===== config.mk =====
export PLATFORM = sky130hd
export DESIGN_NAME = bitwise_logic_unit_seq
export DESIGN_NICKNAME = d
export VERILOG_FILES = /design/src/rtl/logic_unit_pkg.sv /design/src/rtl/logic_slice.sv /design/src/rtl/bitwise_logic_unit_seq.sv
export SDC_FILE = /design/constraint.sdc
export NUM_CORES = 1
export LEC_CHECK = 0
export CORE_MARGIN = 3
export CORE_UTILIZATION = 49
export CTS_CLUSTER_DIAMETER = 120
export DETAILED_ROUTE_END_ITERATION = 10
export PLACE_DENSITY_LB_ADDON = 0.25
export SYNTH_ARGS = -nofsm -noshare
export SYNTH_HDL_FRONTEND = slang
export SYNTH_SLANG_ARGS = --single-unit

===== constraint.sdc =====
create_clock -name clk -period 3.7 [get_ports clk]
set_clock_uncertainty 0.1 [all_clocks]
set_input_delay 0.925 -clock clk [delete_from_list [all_inputs] [get_ports clk]]
set_output_delay 0.925 -clock clk [all_outputs]
set_load 0.02 [all_outputs]

===== src/rtl/logic_unit_pkg.sv =====
// Shared types and the reference bitwise op for the logic unit family.
// logic_apply is also used by the single-cycle ALU.
package logic_unit_pkg;

   localparam int LU_MAX_W = 64;

   typedef enum logic [1:0] {
      OP_AND = 2'b00,
      OP_OR  = 2'b01,
      OP_XOR = 2'b10,
      OP_NOR = 2'b11
   } logic_op_e;

   typedef enum logic [1:0] {
      IDLE = 2'b00,
      RUN  = 2'b01,
      DONE = 2'b10
   } lu_state_e;

   // Callers zero-extend operands and keep only their own low bits.
   function automatic logic [LU_MAX_W-1:0] logic_apply(
      input logic_op_e             op,
      input logic [LU_MAX_W-1:0]   a,
      input logic [LU_MAX_W-1:0]   b
   );
      logic [LU_MAX_W-1:0] r;
      r = '0;
      unique case (op)
         OP_AND: r = a & b;
         OP_OR:  r = a | b;
         OP_XOR: r = a ^ b;
         OP_NOR: r = ~(a | b);
         default: r = '0;
      endcase
      return r;
   endfunction

endpackage


===== src/rtl/logic_slice.sv =====
// Combinational SLICE-wide bitwise op unit.
// Shared by every slice position through the operand mux in the top.
module logic_slice
   import logic_unit_pkg::*;
#(
   parameter int SLICE = 8
) (
   input  logic [1:0]       op,
   input  logic [SLICE-1:0] a,
   input  logic [SLICE-1:0] b,
   output logic [SLICE-1:0] y
);

   always_comb begin
      y = '0;
      unique case (logic_op_e'(op))
         OP_AND: y = a & b;
         OP_OR:  y = a | b;
         OP_XOR: y = a ^ b;
         OP_NOR: y = ~(a | b);
         default: y = '0;
      endcase
   end

endmodule


===== src/rtl/bitwise_logic_unit_seq.sv =====
// Multi-cycle bitwise logic unit: SLICE bits per cycle, LSB slice first,
// valid/ready handshake on both sides, one transaction in flight.
module bitwise_logic_unit_seq
   import logic_unit_pkg::*;
#(
   parameter int WIDTH = 32,
   parameter int SLICE = 8
) (
   input  logic             clk,
   input  logic             reset_n,
   input  logic             in_valid,
   output logic             in_ready,
   input  logic [1:0]       op,
   input  logic [WIDTH-1:0] input1,
   input  logic [WIDTH-1:0] input2,
   output logic             out_valid,
   input  logic             out_ready,
   output logic [WIDTH-1:0] result,
   output logic             zero
);

   localparam int N  = WIDTH / SLICE;
   localparam int CW = (N > 1) ? $clog2(N) : 1;

   lu_state_e        state, state_d;
   logic [CW-1:0]    cnt;
   logic [WIDTH-1:0] a_q, b_q, res_q;
   logic [1:0]       op_q;
   logic             zero_q;
   logic [SLICE-1:0] a_sl, b_sl, y_sl;
   logic             last;

   assign a_sl = a_q[SLICE*int'(cnt) +: SLICE];
   assign b_sl = b_q[SLICE*int'(cnt) +: SLICE];
   assign last = (cnt == CW'(N-1));

   logic_slice #(.SLICE(SLICE)) u_slice (
      .op (op_q),
      .a  (a_sl),
      .b  (b_sl),
      .y  (y_sl)
   );

   always_ff @(posedge clk or negedge reset_n) begin
      if (!reset_n) state <= IDLE;
      else          state <= state_d;
   end

   always_comb begin
      state_d   = state;
      in_ready  = 1'b0;
      out_valid = 1'b0;
      unique case (state)
         IDLE: begin
            in_ready = 1'b1;
            if (in_valid) state_d = RUN;
         end
         RUN: if (last) state_d = DONE;
         DONE: begin
            out_valid = 1'b1;
            if (out_ready) state_d = IDLE;
         end
         default: state_d = IDLE;
      endcase
   end

   always_ff @(posedge clk or negedge reset_n) begin
      if (!reset_n) begin
         a_q    <= '0;
         b_q    <= '0;
         op_q   <= '0;
         res_q  <= '0;
         cnt    <= '0;
         zero_q <= 1'b0;
      end else begin
         unique case (state)
            IDLE: if (in_valid) begin
               a_q    <= input1;
               b_q    <= input2;
               op_q   <= op;
               res_q  <= '0;
               cnt    <= '0;
               zero_q <= 1'b1;
            end
            RUN: begin
               res_q[SLICE*int'(cnt) +: SLICE] <= y_sl;
               zero_q <= zero_q & (y_sl == '0);
               cnt    <= cnt + CW'(1);
            end
            default: ;
         endcase
      end
   end

   assign result = res_q;
   assign zero   = zero_q;

endmodule


==> impl_results.md, run 1 <==
- Outcome: finished clean
- Starting Density: 51.22%
- Cts hold-fix bufs: 0
- Tcrit/Tclk final: 78.01%
- Vias/cell: 5.121
- Post-synth top cells: nand2_1, dfrtp_1, o21ai_1, ha_1
- Fin crit period: 2887 ps
- Area grow syn2layout: 28.33%
- Min Hold Slack: 380.6 ps
- Final Max Tran Viols: 0
- Core Rows: 35
- Synthesized Nets: 602
- Die H: 105.2 um
- EDFF count, synth: 0
- Compound-Gate Fraction of Synth Area: 7.058%
- Max incr delay on CP: 560 ps
- CTS resizes: 0
- Routability cong.: 0.8366
- Post-synth top area share: 53.45%
- CTS tree: built
- Max Cap Viol: 0
- Top post-synthesis cells by area: dfrtp_1, nand2_1, mux4_2
- Drt initial violations: 143
- DR pass1 iterations: 4
- Avg Inst Size Synth: 9.418 um2
- Static leakage: 0.002960 uW
- # H-tree levels: 3
- Final Net Count: 699
- Clock sink total: 103
- RSZ-0062 raised after global routing: no
- Final hold vios: 0
- Xor/xnor share of the synthesized area: 0%
- Relative slew slack: 42.79%
- CTS Buffer Depth: 2
- Layout cells sized above 1: 8.306%
- CP Launch Type: flip-flop
- CP arrival: 3070 ps
- DR DRC count: 0
- Post-synthesis adder-cell area fraction: 5.189%
- DP HPWL: 8190 um
- Wirelength per Cell: 14.52 um
- WL final: 10790 um
- Largest delay share family, worst path: multiplexers
- Worst Hold Class: flip-flop to flip-flop
- Total CTS buffers: 9
- Synth Area in Simple Gates: 21.04%
- Overall die area: 11070 um2
- Synthesized instance count: 512
- CTS Root Cell: clkbuf_8
- Area leader, netlist: dfrtp_1
- Most used DFF post-synth: dfrtp_1
- Worst-path clk slew: 100 ps
- Detail Route Antenna Nets: 0
- Gr usage total: 20.47%
- Count leader, synth: nand2_1
- Unique cell type count in the Yosys netlist: 31
- Largest net degree at the start of global routing: 54
- Global-route wire length before repair: 18260 um
- Final TNS setup: 0 ps
- Area of the core: 9415 um2
- Endpoints failing setup: 0
- N_diodes: 0
- Critical Path, Cell by Cell: buf_4, mux4_2, inv_1, ha_1, mux2_4, a2111oi_1, nand4_1, a21oi_1
- Vias in the first global route: 3810
- Die extent in x: 105.2 um
- Clk Latency, worst-skew pair: 360 ps
- Largest family of logic cells by synthesized area: simple AND/OR/NAND/NOR gates
- Async set-reset flop share out of synthesis: 100.0%
- Post-synthesis mux area share: 9.263%
- Slew @ Worst Pin: 858.2 ps
- CP Max Fanout: 12
- Synth Register Bits: 103
- Crit. End Element: flip-flop
- Seq/Total Area, Yosys: 53.45%
- Synth warnings: 0
- I/O Pins: 105
- CP max-delay cell: dfrtp_1
- Worst path required time: 3890 ps
- R2r setup slk: 810 ps
- Crit Path Class: flip-flop to flip-flop
- GRT overflow: 0
- Synthesized area: 4822 um2
- Vias: 3805
- Crit path buf inv count: 2
- P per Cell Area: 873.9 nW/um2
- Peak VDD IR: 0.0003711 V
- PortBufs: 104
- Post-CTS Setup Bufs: 0
- Max Clk Rate: 346.4 MHz
- Antenna violations before repair: 0
-- per-layer routing --
metal  track usage [%]  vias to the layer above  wire length [um]
li1                  -                     1861                 -
met1             27.55                     1823              4779
met2             33.24                      103              5313
met3             4.077                       18               502
met4             6.935                        0               193
met5                 0                        -                 0
-- registers in the layout (all words and copies together), names as in the netlist --
signal	count
b_q	32
a_q	32
zero	1
result	32
cnt	2
state	2
op_q	2
-- power by group --
group          internal [uW]  total [uW]  switching (uW)
combinational           1180        2660            1480
clock                    388         775             388
sequential              1590        1970             388
-- worst reg2reg max path, cell delays in order, from the launching register on --
cell	delay [ps]
dfrtp_1	560
buf_4	290
mux4_2	540
inv_1	80
ha_1	230
mux2_4	280
a2111oi_1	420
nand4_1	140
a21oi_1	180
-- final timing paths --
kind                       endpoint  cells after the start    start
min in group asynchronous   a_q[13]                      1  reset_n
hold / removal              b_q[12]                      2  b_q[12]
max in group asynchronous   b_q[10]                      2  reset_n
setup / recovery               zero                      8   cnt[0]
hold reg to reg             b_q[12]                      2  b_q[12]
setup reg to reg               zero                      8   cnt[0]
-- cells in the final DEF, fill, tap and decap left out, types with 4 or more instances in the layout --
master | Yosys | final
ha_1 | 20 | 20
inv_2 | 5 | 5
o21ai_1 | 33 | 33
buf_4 | 0 | 9
clkbuf_8 | 0 | 9
nand2_1 | 232 | 231
clkdlybuf4s50_1 | 0 | 103
inv_1 | 15 | 15
a211oi_1 | 7 | 7
mux4_2 | 16 | 16
nand3_1 | 4 | 4
a21oi_1 | 9 | 9
nor2_1 | 14 | 14
nor2b_1 | 6 | 6
dfrtp_1 | 103 | 103
-- cells by family after synthesis --
group / count (synthesis)
AO/OA/AOI/OAI: 59
adder cells (fa/ha/maj): 20
buffers and inverters: 46
flip-flops: 103
multiplexers: 23
AND/OR/NAND/NOR: 261
-- area by class of cell --
cell class / count / area (um2)
fill: 760 / 3227
sequential: 103 / 2577
multi-input combinational: 363 / 2056
timing repair buffer: 112 / 1099
tap: 129 / 161.4
clock buffer: 10 / 127.6
clock inverter: 6 / 92.59
inverter: 20 / 75.07
-- stage by stage --
step | util (%) | power [uW] | instance area, um2 | setup WS [ps] | std cells
finish | 65.73 | 5408 | 6188 | 813.4 | 743
global placement | 63.39 | 4540 | 5968 | 910.1 | 727
CTS | 65.73 | 5440 | 6188 | 817.6 | 743
detailed placement | 63.39 | 4653 | 5968 | 868.9 | 727
global route | 65.73 | 5853 | 6188 | 592.2 | 743
floorplan | - | 3762 | 4822 | 957.9 | 512
Power figures use the tool's default switching activity.
==> run 2, diff against run 1 <==
CORE_UTILIZATION = 46   (was 49)
clock period = 2.4 ns   (was 3.7 ns; I/O delays follow)
==> impl_results.md, run 2 (synthesis results as in run 1) <==
- Largest net degree at the start of global routing: 57 (was 54)
- Static leakage: 0.003143 uW (was 0.002960 uW)
- Overall die area: 11750 um2 (was 11070 um2)
- Max Clk Rate: 400.6 MHz (was 346.4 MHz)
- WL final: 11740 um (was 10790 um)
- Crit path buf inv count: 3 (was 2)
- DR pass1 iterations: 4 (unchanged)
- Post-DP Area: 6213 um2 (was 5968 um2)
- Worst Hold Class: primary input to asynchronous set/reset pin (was flip-flop to flip-flop)
- Relative slew slack: 34.96% (was 42.79%)
- Clk Latency, worst-skew pair: 360 ps (about the same)
- Worst path required time: 2590 ps (was 3890 ps)
- Die H: 108.4 um (was 105.2 um)
- Total CTS buffers: 9 (unchanged)
- Failing checks: negative setup slack
- Crit. End Element: flip-flop (unchanged)
- Crit Path Class: flip-flop to flip-flop (unchanged)
- Final TNS setup: -96.18 ps (was 0 ps)
- Starting Density: 48.22% (was 51.22%)
- Tcrit/Tclk final: 104.0% (was 78.01%)
- CTS tree: built (unchanged)
- Worst setup path end: zero (unchanged)
- Largest delay share family, worst path: multiplexers (unchanged)
- Detail Route Antenna Nets: 0 (unchanged)
- Endpoints failing setup: 1 (was 0)
- R2r worst-path depth: 10 (was 8)
- CP Max Fanout: 7 (was 12)
- Vias/cell: 5.058 (was 5.121)
- Die extent in x: 108.4 um (was 105.2 um)
- Routability cong.: 0.7803 (was 0.8366)
- Drt initial violations: 118 (was 143)
- Min Hold Slack: 130.6 ps (was 380.6 ps)
- # H-tree levels: 3 (unchanged)
- Final Net Count: 727 (was 699)
- Critical path depth: 10 (was 8)
- Critical Path, Cell by Cell: buf_12, buf_6, mux4_2, buf_6, ha_2, nor2_2, a211oi_2, a2111oi_4, nand4_1, a21oi_1 (was buf_4, mux4_2, inv_1, ha_1, mux2_4, a2111oi_1, nand4_1, a21oi_1)
- Outcome: complete, but fails checks (was finished clean)
- Worst r2r src: cnt[0] (unchanged)
- Post-layout worst setup margin: -96.18 ps (was 813.4 ps)
- Cts hold-fix bufs: 0 (unchanged)
- CP max-delay cell: mux4_2 (was dfrtp_1)
- Most frequent CP cell: buf_6
- Total Power: 9801 uW (was 5408 uW)
- FF-to-FF End: zero (unchanged)
- CTS Buffer Depth: 2 (unchanged)
- Fin area: 6691 um2 (was 6188 um2)
- Wirelength per Cell: 15.14 um (was 14.52 um)
- Global-route wire length before repair: 19040 um (was 18260 um)
- Antenna violations before repair: 0 (unchanged)
- Layout cells sized above 1: 18.22% (was 8.306%)
- CP Launch Type: flip-flop (unchanged)
- CP Launch Point: cnt[0] (unchanged)
- N_diodes: 0 (unchanged)
- Final Max Tran Viols: 0 (unchanged)
- Vias in the first global route: 3979 (was 3810)
- P per Cell Area: 1465 nW/um2 (was 873.9 nW/um2)
- DR DRC count: 0 (unchanged)
- Slew @ Worst Pin: 975.5 ps (was 858.2 ps)
- Most frequent cells in the layout: nand2_1, dfrtp_1, clkdlybuf4s50_1 (unchanged)
- PortBufs: 104 (unchanged)
- I/O Pins: 105 (unchanged)
- CP arrival: 2690 ps (was 3070 ps)
- GRT overflow: 0 (unchanged)
- Fin crit period: 2496 ps (was 2887 ps)
- Clock sink total: 103 (unchanged)
- Peak VDD IR: 0.0006957 V (was 0.0003711 V)
- CTS Root Cell: clkbuf_8 (unchanged)
- Final hold vios: 0 (unchanged)
- Max incr delay on CP: 540 ps (was 560 ps)
- R2r setup slk: -100 ps (was 810 ps)
- Area grow syn2layout: 38.76% (was 28.33%)
- DP HPWL: 8468 um (was 8190 um)
- Core Rows: 36 (was 35)
- Area of the core: 10000 um2 (was 9415 um2)
- Max Cap Viol: 0 (unchanged)
- RSZ-0062 raised after global routing: yes (was no)
- Filler cells: 795 (was 760)
- Gr usage total: 20.98% (was 20.47%)
- Worst-path clk slew: 100 ps (about the same)
- Vias: 3920 (was 3805)
- Commonest non-fill, non-tap cell in the layout: nand2_1 (unchanged)
-- run 2: timing repair --
item	CTS	global route
setup buffers	8	2
pin swaps	10	9
endpoints found under the setup margin	1	30
resized for setup	21	25
-- run 2: power breakdown --
part	leakage [uW]	total [uW]	internal (uW)	switching, uW
combinational	0.00173	5860	2840	3020
sequential	0.00132	2950	2450	498
clock	0.0000904	994	387	608
-- run 2: per-stage QoR --
step	worst slack, ps	std cells	utilization, %
floorplan	4.726	512	-
detailed placement	-108.6	749	62.14
finish	-96.18	775	66.92
global route	-160.2	775	66.92
global placement	-28.82	749	62.14
CTS	-37.62	773	65.54
-- run 2: worst min-delay path by stage --
stage / startpoint / to / slack, ps / depth (start not counted)
floorplan: reset_n / a_q[0] / 200 / 0
global placement: b_q[10] / b_q[10] / 350 / 2
detailed placement: b_q[17] / b_q[17] / 360 / 2
CTS: reset_n / a_q[4] / 130 / 1
global route: reset_n / a_q[4] / 150 / 1
finish: reset_n / a_q[4] / 130 / 1
-- run 2: area by class of cell --
class / instances / area (um2) / area share (%)
Clock buffer: 9 / 123.9 / 1.851
Clock inverter: 7 / 52.55 / 0.7853
Inverter: 20 / 77.57 / 1.159
Multi-Input combinational cell: 363 / 2271 / 33.94
Sequential cell: 103 / 2579 / 38.54
Tap cell: 133 / 166.4 / 2.487
Timing Repair Buffer: 140 / 1421 / 21.24
-- run 2: worst register-to-register path: cells and delay by family, from the launching register on --
kind	cells	cell delay, ps
mux	1	540
compound gates	3	540
flops	1	420
buf+inv	3	400
simple gates	2	250
fa+ha+maj	1	180
-- run 2: layer usage --
metal	global-route usage, %	routed length, um	up-vias
li1	-	-	1915
met1	26.99	5031	1891
met2	35.66	5963	95
met3	5.015	534	19
met4	5.861	206	0
met5	0	0	-
==> run 3, diff against run 2 <==
CORE_ASPECT_RATIO = 1.2   (was default)
==> impl_results.md, run 3 (synthesis results as in run 1) <==
- Multi-input combinational cell area: 2198 um2 (was 2271 um2)
- Area of the core: 10110 um2 (was 10000 um2)
- CTS tree: built (unchanged)
- CTS Buffer Depth: 2 (unchanged)
- Fin crit period: 2564 ps (was 2496 ps)
- N_diodes: 0 (unchanged)
- Commonest non-fill, non-tap cell in the layout: nand2_1 (unchanged)
- Vias: 3950 (was 3920)
- Cts hold-fix bufs: 0 (unchanged)
- Max Cap Viol: 0 (unchanged)
- Antenna violations before repair: 0 (unchanged)
- Starting Density: 47.70% (was 48.22%)
- Endpoints failing setup: 12 (was 1)
- Max incr delay on CP: 530 ps (was 540 ps)
- Total Power: 9947 uW (was 9801 uW)
- Seq. cell area: 2579 um2 (unchanged)
- Die H: 118.2 um (was 108.4 um)
- Global-route wire length before repair: 19400 um (was 19040 um)
- # H-tree levels: 3 (unchanged)
- P per Cell Area: 1488 nW/um2 (was 1465 nW/um2)
- Worst path required time: 2560 ps (was 2590 ps)
- Failing checks: negative setup slack (unchanged)
- Vias in the first global route: 4029 (was 3979)
- Clock sink total: 103 (unchanged)
- Routability cong.: 0.7939 (was 0.7803)
- Vias/cell: 5.163 (was 5.058)
- Clk Latency, worst-skew pair: 340 ps (was 360 ps)
- I/O Pins: 105 (unchanged)
- RSZ-0062 raised after global routing: yes (unchanged)
- Filler cells: 809 (was 795)
- Most frequent cells in the layout: nand2_1, dfrtp_1, clkdlybuf4s50_1 (unchanged)
- Gr usage total: 20.75% (was 20.98%)
- Crit. End Element: flip-flop (unchanged)
- Relative slew slack: 30.60% (was 34.96%)
- CTS Root Cell: clkbuf_16 (was clkbuf_8)
- Area grow syn2layout: 38.64% (was 38.76%)
- Worst-path clk slew: 70 ps (was 100 ps)
- DR DRC count: 0 (unchanged)
- Final hold vios: 0 (unchanged)
- GRT overflow: 0 (unchanged)
- CP max-delay cell: mux4_2 (unchanged)
- PortBufs: 104 (unchanged)
- CP Launch Type: flip-flop (unchanged)
- DR pass1 iterations: 6 (was 4)
- Die extent in x: 99.47 um (was 108.4 um)
- Post-DP Area: 6200 um2 (was 6213 um2)
- DP HPWL: 8605 um (was 8468 um)
- Worst Hold Class: primary input to asynchronous set/reset pin (unchanged)
- WL final: 11880 um (was 11740 um)
- Slew @ Worst Pin: 1041 ps (was 975.5 ps)
- CP Max Fanout: 5 (was 7)
- Layout cells sized above 1: 15.65% (was 18.22%)
- Crit Path Class: flip-flop to flip-flop (unchanged)
- Wirelength per Cell: 15.53 um (was 15.14 um)
- Peak VDD IR: 0.0006041 V (was 0.0006957 V)
- Critical Path, Cell by Cell: buf_12, buf_6, mux4_2, inv_2, ha_4, mux2i_1, nor2b_2, a2111oi_4, nand4_1, a21oi_1 (was buf_12, buf_6, mux4_2, buf_6, ha_2, nor2_2, a211oi_2, a2111oi_4, nand4_1, a21oi_1)
- Total CTS buffers: 9 (unchanged)
- Largest net degree at the start of global routing: 55 (was 57)
- Outcome: complete, but fails checks (unchanged)
- Static leakage: 0.003170 uW (was 0.003143 uW)
- Drt initial violations: 222 (was 118)
- Final Max Tran Viols: 0 (unchanged)
- Detail Route Antenna Nets: 0 (unchanged)
- Final Net Count: 724 (was 727)
- Tcrit/Tclk final: 106.8% (was 104.0%)
- Fin area: 6685 um2 (was 6691 um2)
- Overall die area: 11750 um2 (about the same)
- Post-layout worst setup margin: -164.2 ps (was -96.18 ps)
- Max Clk Rate: 390.0 MHz (was 400.6 MHz)
- Core Rows: 40 (was 36)
- CP arrival: 2730 ps (was 2690 ps)
==> run 3: where the power goes <==
part	internal [uW]	total, uW	switching, uW
Clock	810	1440	627
Sequential	2450	3020	565
Combinational	2660	5490	2830
Total	5930	9950	4020
==> run 3: timing repair <==
item | in CTS | in global routing
endpoints found under the setup margin | 1 | 32
setup buffers | 2 | 4
pin swaps | 8 | 7
gates resized for setup | 14 | 13
gates cloned | 1 | 0
==> run 3: routing by layer <==
layer	share of wire, %	global-route usage, %
met5	0	0
met4	1.5	6.063
met3	4.1	2.656
met2	55	38.24
met1	40	25.02
==> run 3: stage by stage <==
step / setup WS, ps / hold slack [ps] / cells / TNS [ps] / utilization [%]
global route: -243.0 / 86.45 / 765 / -2589 / 66.13
floorplan: 4.726 / 204.4 / 512 / 0 / -
global placement: -32.53 / 355.3 / 743 / -32.53 / 61.32
detailed placement: -109.1 / 361.9 / 743 / -109.1 / 61.32
CTS: -118.4 / 75.10 / 762 / -141.3 / 65.38
finish: -164.2 / 69.20 / 765 / -430.9 / 66.13
==> run 3: path summary, 6_finish.rpt <==
path,start,end,slack (ps),cells past startpoint
setup / recovery,cnt[0],zero,-160,10
hold reg to reg,a_q[18],a_q[18],370,2
setup reg to reg,cnt[0],zero,-160,10
max in group asynchronous,reset_n,cnt[1],1480,2
min in group clk,a_q[18],a_q[18],370,2
hold / removal,reset_n,result[21],70,1
==> run 3: cell type report <==
| class | count | area share, % |
|---|---|---|
| Clock inverter | 5 | 0.8797 |
| Clock buffer | 11 | 3.481 |
| Multi-Input combinational cell | 363 | 32.88 |
| Tap cell | 126 | 2.358 |
| Timing Repair Buffer | 137 | 20.70 |
| Inverter | 20 | 1.123 |
| Sequential cell | 103 | 38.57 |
==> run 3: worst max-delay path: cells and delay by family (launching register included) <==
kind            cells  cell delay [ps]
flops               1              460
compound gates      2              470
buf+inv             3              330
fa+ha+maj           1              190
mux                 2              700
simple gates        2              220
